`src/rtl/perm_cmd_scheduler_if.sv`:
```
// perm_cmd_scheduler_if: requester, permutation-unit and status bundle.
// master = scheduler side, slave = requesters/unit side.
interface perm_cmd_scheduler_if #(
  parameter int NumReq         = 2,
  parameter int DataWidth      = 16,
  parameter int MaxOutstanding = 4
);
  localparam int SHW = $clog2(DataWidth);
  localparam int IDW = $clog2(NumReq);
  localparam int OW  = $clog2(MaxOutstanding) + 1;

  logic [NumReq-1:0]           req_valid;
  logic [NumReq-1:0]           req_ready;
  logic [NumReq*3-1:0]         req_mode;
  logic [NumReq*DataWidth-1:0] req_mask;
  logic [NumReq*SHW-1:0]       req_rshift;
  logic                        perm_inValid;
  logic                        perm_inReady;
  logic                        perm_permute;
  logic [2:0]                  perm_mode;
  logic [DataWidth-1:0]        perm_mask_idx_bit;
  logic [SHW-1:0]              perm_rshift_idx_bit;
  logic [IDW-1:0]              perm_data_sel;
  logic                        perm_outValid;
  logic                        perm_outReady;
  logic [NumReq-1:0]           rsp_valid;
  logic [NumReq-1:0]           rsp_ready;
  logic                        busy;
  logic [OW-1:0]               outstanding;
  logic [31:0]                 perf_issued;
  logic [31:0]                 perf_stall;

  modport master (
    input  req_valid, req_mode, req_mask, req_rshift,
    input  perm_inReady, perm_outValid, rsp_ready,
    output req_ready, perm_inValid, perm_permute,
    output perm_mode, perm_mask_idx_bit,
    output perm_rshift_idx_bit, perm_data_sel,
    output perm_outReady, rsp_valid, busy,
    output outstanding, perf_issued, perf_stall
  );

  modport slave (
    output req_valid, req_mode, req_mask, req_rshift,
    output perm_inReady, perm_outValid, rsp_ready,
    input  req_ready, perm_inValid, perm_permute,
    input  perm_mode, perm_mask_idx_bit,
    input  perm_rshift_idx_bit, perm_data_sel,
    input  perm_outReady, rsp_valid, busy,
    input  outstanding, perf_issued, perf_stall
  );
endinterface

```
`src/rtl/perm_cmd_scheduler.sv`:
```
// perm_cmd_scheduler: round-robin command issue + ID FIFO result routing.
// Ports: clock, reset (async low), io_bus (master). Macro: PERM_SCHED_PERF_EN.
module perm_cmd_scheduler #(
  parameter int NumReq         = 2,
  parameter int DataWidth      = 16,
  parameter int MaxOutstanding = 4
) (
  input  logic                  clock,
  input  logic                  reset,
  perm_cmd_scheduler_if.master  io_bus
);
  localparam int SHW = $clog2(DataWidth);
  localparam int IDW = $clog2(NumReq);
  localparam int OW  = $clog2(MaxOutstanding) + 1;
  localparam int PW  = (MaxOutstanding > 1) ?
                       $clog2(MaxOutstanding) : 1;

  typedef enum logic [1:0] {IDLE, ISSUE, DRAIN} state_t;

  state_t               r_state, w_next;
  logic [IDW-1:0]       r_rr, r_sel, w_win, w_head;
  logic [2:0]           r_mode, r_last_mode, w_win_mode;
  logic [DataWidth-1:0] r_mask;
  logic [SHW-1:0]       r_rshift;
  logic [IDW-1:0]       r_fifo [MaxOutstanding];
  logic [PW-1:0]        r_wr, r_rd;
  logic [OW-1:0]        r_cnt;
  logic                 w_found, w_full, w_empty;
  logic                 w_push, w_pop, w_go;

  assign w_full  = (r_cnt == OW'(MaxOutstanding));
  assign w_empty = (r_cnt == '0);
  assign w_head  = r_fifo[r_rd];
  assign w_push  = (r_state == ISSUE) && io_bus.perm_inReady;
  assign w_pop   = io_bus.perm_outValid && io_bus.perm_outReady;

  // Descending scan so the lowest offset from r_rr wins.
  always_comb begin
    w_found = 1'b0;
    w_win   = '0;
    for (int i = NumReq - 1; i >= 0; i--) begin
      if (io_bus.req_valid[(int'(r_rr) + i) % NumReq]) begin
        w_found = 1'b1;
        w_win   = IDW'((int'(r_rr) + i) % NumReq);
      end
    end
  end

  assign w_win_mode = io_bus.req_mode[3*int'(w_win) +: 3];
  assign w_go = (r_state == IDLE) && w_found && !w_full;

  always_comb begin
    w_next = r_state;
    unique case (r_state)
      IDLE:
        if (w_go)
          w_next = (!w_empty && w_win_mode != r_last_mode) ?
                   DRAIN : ISSUE;
      DRAIN:
        if (w_empty) w_next = ISSUE;
      ISSUE:
        if (io_bus.perm_inReady) w_next = IDLE;
      default: w_next = IDLE;
    endcase
  end

  always_ff @(posedge clock or negedge reset) begin
    if (!reset) r_state <= IDLE;
    else        r_state <= w_next;
  end

  always_ff @(posedge clock or negedge reset) begin
    if (!reset) begin
      r_mode      <= '0;
      r_mask      <= '0;
      r_rshift    <= '0;
      r_sel       <= '0;
      r_last_mode <= '0;
      r_rr        <= '0;
    end else begin
      if (w_go) begin
        r_mode   <= w_win_mode;
        r_mask   <= io_bus.req_mask[int'(w_win)*DataWidth +: DataWidth];
        r_rshift <= io_bus.req_rshift[int'(w_win)*SHW +: SHW];
        r_sel    <= w_win;
      end
      if (w_push) begin
        r_last_mode <= r_mode;
        r_rr <= (r_sel == IDW'(NumReq - 1)) ? '0 : r_sel + 1'b1;
      end
    end
  end

  always_ff @(posedge clock or negedge reset) begin
    if (!reset) begin
      for (int i = 0; i < MaxOutstanding; i++) r_fifo[i] <= '0;
      r_wr  <= '0;
      r_rd  <= '0;
      r_cnt <= '0;
    end else begin
      if (w_push) begin
        r_fifo[r_wr] <= r_sel;
        r_wr <= r_wr + 1'b1;
      end
      if (w_pop) r_rd <= r_rd + 1'b1;
      if (w_push && !w_pop)      r_cnt <= r_cnt + 1'b1;
      else if (w_pop && !w_push) r_cnt <= r_cnt - 1'b1;
    end
  end

  always_comb begin
    io_bus.req_ready = '0;
    if (w_push) io_bus.req_ready[r_sel] = 1'b1;
  end

  always_comb begin
    io_bus.rsp_valid = '0;
    if (io_bus.perm_outValid && !w_empty)
      io_bus.rsp_valid[w_head] = 1'b1;
  end

  assign io_bus.perm_outReady = !w_empty && io_bus.rsp_ready[w_head];
  assign io_bus.perm_inValid  = (r_state == ISSUE);
  assign io_bus.perm_permute  = (r_state == ISSUE) && (r_mode != 3'd0);
  assign io_bus.perm_mode           = r_mode;
  assign io_bus.perm_mask_idx_bit   = r_mask;
  assign io_bus.perm_rshift_idx_bit = r_rshift;
  assign io_bus.perm_data_sel       = r_sel;
  assign io_bus.busy        = !w_empty || (r_state != IDLE);
  assign io_bus.outstanding = r_cnt;

`ifdef PERM_SCHED_PERF_EN
  logic [31:0] r_perf_issued, r_perf_stall;
  logic        w_stall;

  assign w_stall = (r_state == DRAIN) ||
                   ((r_state == IDLE) && (|io_bus.req_valid) && w_full);

  always_ff @(posedge clock or negedge reset) begin
    if (!reset) begin
      r_perf_issued <= '0;
      r_perf_stall  <= '0;
    end else begin
      if (w_push && r_perf_issued != '1)
        r_perf_issued <= r_perf_issued + 1'b1;
      if (w_stall && r_perf_stall != '1)
        r_perf_stall <= r_perf_stall + 1'b1;
    end
  end

  assign io_bus.perf_issued = r_perf_issued;
  assign io_bus.perf_stall  = r_perf_stall;
`else
  assign io_bus.perf_issued = '0;
  assign io_bus.perf_stall  = '0;
`endif
endmodule

```
`src/flat_wrapper.sv`:
```
// flat-port wrapper written by rule: the top's interface ports become plain ports
module perm_cmd_scheduler_flat 
#(
  parameter int NumReq         = 2,
  parameter int DataWidth      = 16,
  parameter int MaxOutstanding = 4
)
  (clock, reset, io_bus_req_valid, io_bus_req_mode, io_bus_req_mask, io_bus_req_rshift, io_bus_perm_inReady, io_bus_perm_outValid, io_bus_rsp_ready, io_bus_req_ready, io_bus_perm_inValid, io_bus_perm_permute, io_bus_perm_mode, io_bus_perm_mask_idx_bit, io_bus_perm_rshift_idx_bit, io_bus_perm_data_sel, io_bus_perm_outReady, io_bus_rsp_valid, io_bus_busy, io_bus_outstanding, io_bus_perf_issued, io_bus_perf_stall);
  perm_cmd_scheduler_if #(.NumReq(NumReq), .DataWidth(DataWidth), .MaxOutstanding(MaxOutstanding)) io_bus_i ();
  input  logic clock;
  input  logic reset;
  input wire logic [$bits(io_bus_i.req_valid)-1:0] io_bus_req_valid;
  input wire logic [$bits(io_bus_i.req_mode)-1:0] io_bus_req_mode;
  input wire logic [$bits(io_bus_i.req_mask)-1:0] io_bus_req_mask;
  input wire logic [$bits(io_bus_i.req_rshift)-1:0] io_bus_req_rshift;
  input wire logic [$bits(io_bus_i.perm_inReady)-1:0] io_bus_perm_inReady;
  input wire logic [$bits(io_bus_i.perm_outValid)-1:0] io_bus_perm_outValid;
  input wire logic [$bits(io_bus_i.rsp_ready)-1:0] io_bus_rsp_ready;
  output wire logic [$bits(io_bus_i.req_ready)-1:0] io_bus_req_ready;
  output wire logic [$bits(io_bus_i.perm_inValid)-1:0] io_bus_perm_inValid;
  output wire logic [$bits(io_bus_i.perm_permute)-1:0] io_bus_perm_permute;
  output wire logic [$bits(io_bus_i.perm_mode)-1:0] io_bus_perm_mode;
  output wire logic [$bits(io_bus_i.perm_mask_idx_bit)-1:0] io_bus_perm_mask_idx_bit;
  output wire logic [$bits(io_bus_i.perm_rshift_idx_bit)-1:0] io_bus_perm_rshift_idx_bit;
  output wire logic [$bits(io_bus_i.perm_data_sel)-1:0] io_bus_perm_data_sel;
  output wire logic [$bits(io_bus_i.perm_outReady)-1:0] io_bus_perm_outReady;
  output wire logic [$bits(io_bus_i.rsp_valid)-1:0] io_bus_rsp_valid;
  output wire logic [$bits(io_bus_i.busy)-1:0] io_bus_busy;
  output wire logic [$bits(io_bus_i.outstanding)-1:0] io_bus_outstanding;
  output wire logic [$bits(io_bus_i.perf_issued)-1:0] io_bus_perf_issued;
  output wire logic [$bits(io_bus_i.perf_stall)-1:0] io_bus_perf_stall;
  assign io_bus_i.req_valid = io_bus_req_valid;
  assign io_bus_i.req_mode = io_bus_req_mode;
  assign io_bus_i.req_mask = io_bus_req_mask;
  assign io_bus_i.req_rshift = io_bus_req_rshift;
  assign io_bus_i.perm_inReady = io_bus_perm_inReady;
  assign io_bus_i.perm_outValid = io_bus_perm_outValid;
  assign io_bus_i.rsp_ready = io_bus_rsp_ready;
  assign io_bus_req_ready = io_bus_i.req_ready;
  assign io_bus_perm_inValid = io_bus_i.perm_inValid;
  assign io_bus_perm_permute = io_bus_i.perm_permute;
  assign io_bus_perm_mode = io_bus_i.perm_mode;
  assign io_bus_perm_mask_idx_bit = io_bus_i.perm_mask_idx_bit;
  assign io_bus_perm_rshift_idx_bit = io_bus_i.perm_rshift_idx_bit;
  assign io_bus_perm_data_sel = io_bus_i.perm_data_sel;
  assign io_bus_perm_outReady = io_bus_i.perm_outReady;
  assign io_bus_rsp_valid = io_bus_i.rsp_valid;
  assign io_bus_busy = io_bus_i.busy;
  assign io_bus_outstanding = io_bus_i.outstanding;
  assign io_bus_perf_issued = io_bus_i.perf_issued;
  assign io_bus_perf_stall = io_bus_i.perf_stall;
  perm_cmd_scheduler #(.NumReq(NumReq), .DataWidth(DataWidth), .MaxOutstanding(MaxOutstanding)) u_core (.clock(clock), .reset(reset), .io_bus(io_bus_i));
endmodule
```
`config.mk`:
```
export PLATFORM = sky130hd
export DESIGN_NAME = perm_cmd_scheduler_flat
export DESIGN_NICKNAME = d
export VERILOG_FILES = /design/src/rtl/perm_cmd_scheduler_if.sv /design/src/rtl/perm_cmd_scheduler.sv /design/src/flat_wrapper.sv
export SDC_FILE = /design/constraint.sdc
export NUM_CORES = 1
export LEC_CHECK = 0
export BUFFER_PORTS_ARGS = -buffer_cell sky130_fd_sc_hd__buf_2
export CORE_ASPECT_RATIO = 0.75
export CORE_UTILIZATION = 40
export DETAILED_ROUTE_END_ITERATION = 10
export GPL_TIMING_DRIVEN = 0
export PLACE_DENSITY = 0.82
export SYNTH_ARGS = -nofsm -noshare
export SYNTH_HDL_FRONTEND = slang
export SYNTH_SLANG_ARGS = --single-unit
```
`constraint.sdc`:
```
create_clock -name clock -period 2.11 [get_ports clock]
set_input_delay 0.1055 -clock clock [delete_from_list [all_inputs] [get_ports clock]]
set_output_delay 0.1055 -clock clock [all_outputs]
set_load 0.02 [all_outputs]
```
==> results of run 1 <==
logic make-up (layout without fill, tap and decap cells):
group,after synthesis,count (layout)
other,1,64
adders and majority gates,6,6
and+or+nand+nor,67,67
buffers and inverters,78,180
DFF,41,41
muxes,35,35
AOI/OAI and AO/OA,36,36
xor gates and xnor gates,5,5
routing by layer:
layer / wire length [um] / share of wire / GRT usage
met1: 2570 / 0.42 / 0.218
met2: 3100 / 0.51 / 0.310
met3: 322 / 0.053 / 0.0409
met4: 88 / 0.014 / 0.0580
met5: 0 / 0 / 0
worst max-delay path, delay by kind of cell, from the launching register on:
family	cells	cell delay, ns
adders and majority gates	2	0.59
buffers and inverters	1	0.05
DFF	1	0.37
muxes	3	1.00
and+or+nand+nor	1	0.27
through the flow:
step / setup slack (ns) / util / hold WS, ns
6_report: -0.280 / 0.568 / 0.0997
5_1_grt: -0.343 / 0.568 / 0.123
4_1_cts: -0.219 / 0.567 / 0.0944
3_5_place_dp: -0.287 / 0.542 / 0.305
3_3_place_gp: -0.262 / 0.542 / 0.281
2_1_floorplan: -0.172 / - / -0.190
Yosys cell counts (all sizes together):
master	number
xnor2	3
nand2b	2
a21oi	23
and3	2
xor2	2
a32o	1
a211oi	1
ha	5
nor2b	8
buf	73
and2	1
mux2	8
nor3	1
o31ai	1
or3	2
o41a	1
nand4b	6
o31a	1
fa	1
o21a	1
o21ai	3
o22ai	3
dfrtp	41
nor4	2
mux4	1
conb	1
clkbuf	1
or2	1
mux2i	26
nor2	30
o32ai	1
nand3	4
and2b	1
nand2	7
inv	4
path summary, 6_finish.rpt:
kind	slack, ns	cells after the start	from	endpoint
worst max-delay path	-0.28	7	u_core.r_rd[0]	u_core.io_bus.outstanding[1]
worst min-delay path	0.1	3	io_bus_req_mask[21]	u_core.io_bus.perm_mask_idx_bit[5]
worst max register to register	-0.28	7	u_core.r_rd[0]	u_core.io_bus.outstanding[1]
worst min register to register	0.50	1	u_core.r_rd[1]	u_core.r_rd[1]
max in group asynchronous	1.03	2	reset	u_core.r_state[0]
min in group asynchronous	0.50	2	reset	u_core.r_fifo[2]
area by class of cell:
cell class              instances  share of cell area
clock buffers                   6              0.0201
multi-input cells             213               0.367
well taps                      81              0.0281
inverters                       4             0.00416
flip-flops and latches         41               0.284
plain buffers                  74               0.150
repair buffers                 94               0.135
clock inverters                 2              0.0107
what timing repair did:
| action | 4_1_cts | 5_1_grt |
|---|---|---|
| pin swaps | 0 | 3 |
| setup buffers | 5 | 0 |
| resized for setup | 2 | 2 |
| hold buffers | 1 | 0 |
| endpoints found under the setup margin | 2 | 2 |
| endpoints found under the hold margin | 41 | 0 |
report_power, final:
group | leakage (nW) | internal [mW] | switching (mW) | total, mW
clock network | 0.0554 | 0.355 | 0.271 | 0.626
registers | 0.472 | 1.18 | 0.323 | 1.50
logic | 1.45 | 0.996 | 1.35 | 2.35
total | 1.98 | 2.53 | 1.94 | 4.47
registers in the layout, summed over array words and instances (netlist names):
register,cells
u_core.io_bus.perm_rshift_idx_bit,4
u_core.r_fifo,4
u_core.r_rd,2
u_core.r_state,2
u_core.io_bus.perm_data_sel,1
u_core.r_last_mode,3
u_core.r_rr,1
u_core.r_wr,2
u_core.io_bus.perm_mode,3
u_core.io_bus.perm_mask_idx_bit,16
u_core.io_bus.outstanding,3
==> metrics.md, run 1 <==
| Metric | Value |
|---|---|
| Result of the run | finished with violations |
| Violated checks | setup timing |
| Post-synthesis sequential area ratio | 0.387 |
| Summed negative setup slack over all endpoints | -0.468 ns |
| Synthesized-area fraction occupied by adder cells | 0.0312 |
| Maximum resistive drop on vdd | 0.000698 V |
| Min cycle time layout | 2.39 ns |
| Worst-path fanout max | 2 |
| Slowest-stage cell, CP | sky130_fd_sc_hd__mux4_2 |
| Share of final-layout standard cells stronger than drive strength 1 | 0.442 |
| Simple logic cell fraction of the synthesized area | 0.131 |
| Library cell with the largest summed area after synthesis | sky130_fd_sc_hd__dfrtp_1 |
| Placed inst area | 0.00344 sq mm |
| Setup WS post-layout | -0.280 ns |
| Via count of the first global-routing pass | 2034 |
| Worst slew pin tran | 0.934 ns |
| Synth top area share | 0.387 |
| Leakage power | 1.98 nW |
| Critical Path, Cell by Cell | mux4_2, mux2i_2, or2_4, ha_4, inv_2, fa_2, mux2_4 |
| Cell Area, Synth | 0.00265 sq mm |
| Multi-input combinational cell area | 0.00133 sq mm |
| Number of maximum-capacitance constraint violations | 0 |
| CTS Buf Count | 5 |
| Warnings, synthesis | 0 |
| Final Power | 4.47 mW |
| Total Routing Usage GR | 0.178 |
| Root Buffer | sky130_fd_sc_hd__clkbuf_8 |
| Final setup fails | 2 |
| Most frequent cells in the layout | sky130_fd_sc_hd__buf_2, sky130_fd_sc_hd__buf_4, sky130_fd_sc_hd__conb_1, sky130_fd_sc_hd__dfrtp_1, sky130_fd_sc_hd__nor2_1 |
| PwrDens | 1240 mW/mm^2 |
| Number of rows in the core area | 25 |
| Routability-driven placement congestion ratio | 0.809 |
| Synthesized-area fraction occupied by ao, oa, aoi and oai cells | 0.0812 |
| Area growth from synthesis to layout | 36.2% |
| Final antenna-violating net count | 0 |
| Post-layout instance area | 0.00361 sq mm |
| Type of element launching the critical path | register |
| Slowest cell delay on critical path | 0.55 ns |
| Die Y-Extent | 72.5 um |
| Area taken by flip-flops and latches | 0.00103 sq mm |
| Fill cells | 563 |
| Fmax | 0.418 GHz |
| Top Ports | 153 |
| Per-cell routed wire length | 11.8 um |
| Antenna diode count | 0 |
| Post-synthesis sequential element count | 41 |
| TritonCTS clock tree | done |
| Arrival time at the worst endpoint | 2.57 ns |
| Vias after detailed routing | 2222 |
| Number of sinks handled by clock tree synthesis | 41 |
| Post-layout instance count excluding filler cells | 515 |
| Vias per Instance | 4.31 |
| Most common cell after layout, fill and taps aside | sky130_fd_sc_hd__buf_2 |
| Final hold violation count | 0 |
| Portion of netlist area occupied by mux cells | 0.141 |
| Drt initial violations | 46 |
| Largest family of logic cells by synthesized area | buffers and inverters |
| Class of the worst hold path | in2reg |
| Final clock period utilization by the worst path | 1.13 |
| Buffers added on ports | 88 |
| Length of the first detailed-routing pass in iterations | 4 |
| Total length of routed wires | 6080 um |
| Layout Skew | 0.00822 ns |
| Number of cells produced by synthesis | 269 |
| Wire length of the first global-routing pass | 9410 um |
| Slew Limit Headroom | 0.377 |
| Netlist cell types | 40 |
| Global-route congestion overflow total | 0 |
| Remaining routing DRC violations | 0 |
| Placed Cells incl. Taps | 501 |
| Register clock-pin slew on the reported worst setup and hold paths | 0.08 ns |
| Pin count of the biggest net entering global routing | 42 |
| Worst-skew pair later-pin latency | 0.29 ns |
| Slew Limit Fails | 0 |
| Die Wd | 96.0 um |
| Critical path start-end classification | reg2reg |
| RSZ-0062 raised after global routing | true |
| Type of destination of the critical path | register |
| Die area | 0.00696 sq mm |
| Avg Synthesized Cell Area | 9.85 sq um |
| Synth top area cells | sky130_fd_sc_hd__dfrtp_1, sky130_fd_sc_hd__buf_4, sky130_fd_sc_hd__mux2i_1 |
| Critical path required time | 2.29 ns |
| Longest Clk Path Bufs | 2 |
| Xor and xnor fraction of the mapped netlist area | 0.0165 |
| # H-tree levels | 2 |
| Antenna violations before repair | 0 |
| Net count reported at finish | 493 |
| Effective utilization at floorplan | 0.417 |
| Placed wire-length estimate after detailed placement | 4760 um |
| Core area | 0.00635 sq mm |
No activity file was read; power rests on OpenSTA's default activity.
==> run 2, diff against run 1 <==
==> constraint.sdc (replaced) <==
create_clock -name clock -period 2.11 [get_ports clock]
set_input_delay 0.211 -clock clock [delete_from_list [all_inputs] [get_ports clock]]
set_output_delay 0.211 -clock clock [all_outputs]
set_load 0.02 [all_outputs]
==> metrics.md, run 2 (synthesis results as in run 1) <==
| Metric | Value |
|---|---|
| Violated checks | setup timing |
| Endpoint of the most critical register-to-register path | u_core.io_bus.outstanding[1] |
| Number of rows in the core area | 25 (unchanged) |
| Final setup fails | 2 (unchanged) |
| Worst slew pin tran | 0.941 ns (+0.00689 ns) |
| Pin count of the biggest net entering global routing | 42 (unchanged) |
| Vias after detailed routing | 2214 (-0.36%) |
| Setup WS post-layout | -0.282 ns (-0.00243 ns) |
| Layout Skew | 0.00806 ns (-0.000160 ns) |
| Post-route worst hold slack | 0.0550 ns (-0.0447 ns) |
| Register clock-pin slew on the reported worst setup and hold paths | 0.07 ns (about the same) |
| Buffers added on ports | 88 (unchanged) |
| RSZ-0062 raised after global routing | true |
| Multi-input combinational cell area | 0.00133 sq mm (unchanged) |
| Result of the run | finished with violations |
| Worst R2R Start | u_core.r_rd[0] |
| Antenna violations before repair | 0 (unchanged) |
| Number of sinks handled by clock tree synthesis | 41 (unchanged) |
| Wire length of the first global-routing pass | 9400 um (-0.15%) |
| Longest Clk Path Bufs | 2 (unchanged) |
| Slew Limit Headroom | 0.373 (-0.00459) |
| Root Buffer | sky130_fd_sc_hd__clkbuf_8 |
| Critical path start-end classification | reg2reg |
| Type of element launching the critical path | register |
| Global-route congestion overflow total | 0 (unchanged) |
| Remaining routing DRC violations | 0 (unchanged) |
| Most common cell after layout, fill and taps aside | sky130_fd_sc_hd__buf_2 |
| Leakage power | 1.98 nW (-0.21%) |
| Final antenna-violating net count | 0 (unchanged) |
| TritonCTS clock tree | done |
| Total Routing Usage GR | 0.178 (-0.000224) |
| PwrDens | 1240 mW/mm^2 (+0.25%) |
| Antenna diode count | 0 (unchanged) |
| Vias per Instance | 4.31 (-0.17%) |
| Area growth from synthesis to layout | 35.9% |
| Length of the first detailed-routing pass in iterations | 4 (unchanged) |
| Count of cells along the worst register-to-register path | 7 (unchanged) |
| Per-cell routed wire length | 11.8 um (-0.20%) |
| Min cycle time layout | 2.39 ns (+0.00243 ns) |
| Drt initial violations | 47 (+2.2%) |
| Area taken by flip-flops and latches | 0.00103 sq mm (unchanged) |
| Routability-driven placement congestion ratio | 0.809 (unchanged) |
| Net count reported at finish | 492 (-0.20%) |
| # H-tree levels | 2 (unchanged) |
| Worst-path fanout max | 2 (unchanged) |
| Worst-skew pair later-pin latency | 0.29 ns (about the same) |
| Final clock period utilization by the worst path | 1.13 (+0.00115) |
| Arrival time at the worst endpoint | 2.57 ns (about the same) |
| Die Y-Extent | 72.5 um (unchanged) |
| Register-to-register setup slack | -0.28 ns (about the same) |
| Share of final-layout standard cells stronger than drive strength 1 | 0.443 (+0.00102) |
| Die Wd | 96.0 um (unchanged) |
| Top Ports | 153 (unchanged) |
| Type of destination of the critical path | register |
| Core area | 0.00635 sq mm (unchanged) |
| Critical path required time | 2.29 ns (about the same) |
| Most frequent cells in the layout | sky130_fd_sc_hd__buf_2, sky130_fd_sc_hd__buf_4, sky130_fd_sc_hd__conb_1, sky130_fd_sc_hd__dfrtp_1, sky130_fd_sc_hd__nor2_1 |
| Fmax | 0.418 GHz (-0.10%) |
| Total length of routed wires | 6060 um (-0.39%) |
| Hold Buf Count CTS | 0 (-1) |
| Max FFs per register | 16 (unchanged) |
| Die area | 0.00696 sq mm (unchanged) |
| Placed wire-length estimate after detailed placement | 4760 um (unchanged) |
| Fill cells | 564 (+0.18%) |
| Maximum resistive drop on vdd | 0.000698 V (about the same) |
| Number of maximum-capacitance constraint violations | 0 (unchanged) |
| Class of the worst hold path | in2async |
| Final hold violation count | 0 (unchanged) |
| Via count of the first global-routing pass | 2032 (-0.098%) |
| CTS Buf Count | 5 (unchanged) |
| Slew Limit Fails | 0 (unchanged) |
| Effective utilization at floorplan | 0.417 (unchanged) |
| Post-Place Setup Slack | -0.287 ns (unchanged) |
run 2: changes by cell type in the layout (fill, tap and decap cells not counted), sizes merged:
cell,before,now
dlygate4sd3,1,0
run 2: through the flow:
step	TNS [ns]	utilization	std cells	cell area, sq um	power (mW)
after floorplan	-0.315	-	332	2900	3.08
after global placement	-0.522	0.542	501	3440	3.68
after detailed placement	-0.569	0.542	501	3440	3.77
after CTS	-0.436	0.566	514	3590	4.48
after global routing	-0.671	0.567	514	3600	4.81
final	-0.477	0.567	514	3600	4.47
run 2: critical path, cell delays in order (launching register included):
cell and delay, ns:
sky130_fd_sc_hd__dfrtp_1 0.38, sky130_fd_sc_hd__mux4_2 0.55, sky130_fd_sc_hd__mux2i_2 0.18, sky130_fd_sc_hd__or2_4 0.27, sky130_fd_sc_hd__ha_4 0.17, sky130_fd_sc_hd__inv_2 0.05, sky130_fd_sc_hd__fa_2 0.42, sky130_fd_sc_hd__mux2_4 0.27
run 2: cell type report:
class,count,area share
Clock inverter,2,0.0108
Inverter,4,0.00417
Tap cell,81,0.0282
Multi-Input combinational cell,213,0.368
Sequential cell,41,0.285
Clock buffer,6,0.0202
Buffer,74,0.151
Timing Repair Buffer,93,0.133
run 2: layer usage:
layer / vias up / track usage / routed length [um]
li1: 1110 / - / -
met1: 1013 / 0.218 / 2530
met2: 82 / 0.310 / 3090
met3: 9 / 0.0409 / 342
met4: 0 / 0.0580 / 92
met5: - / 0 / 0
run 2: worst max-delay path by stage:
| stage | cells after the start | start | endpoint | slack, ns |
|---|---|---|---|---|
| floorplan | 7 | u_core.r_rd[0] | u_core.io_bus.outstanding[1] | -0.17 |
| global placement | 9 | u_core.r_rd[0] | u_core.io_bus.outstanding[2] | -0.26 |
| detailed placement | 9 | u_core.r_rd[0] | u_core.io_bus.outstanding[2] | -0.29 |
| CTS | 9 | u_core.r_rd[0] | u_core.io_bus.outstanding[2] | -0.22 |
| global route | 7 | u_core.r_rd[0] | u_core.io_bus.outstanding[1] | -0.34 |
| finish | 7 | u_core.r_rd[0] | u_core.io_bus.outstanding[1] | -0.28 |
run 2: report_power, final:
group	total (mW)	switching, mW	internal (mW)
combinational	2.34	1.35	0.995
sequential	1.50	0.324	1.18
clock	0.627	0.272	0.355
total	4.47	1.94	2.53
run 2: repair_timing:
item / in CTS / in global routing
resized for setup: 2 / 2
pin swaps: 0 / 3
setup endpoints to repair: 2 / 2
setup buffers: 5 / 0
gates cloned: 0 / 0
hold endpoints to repair: 0 / 0
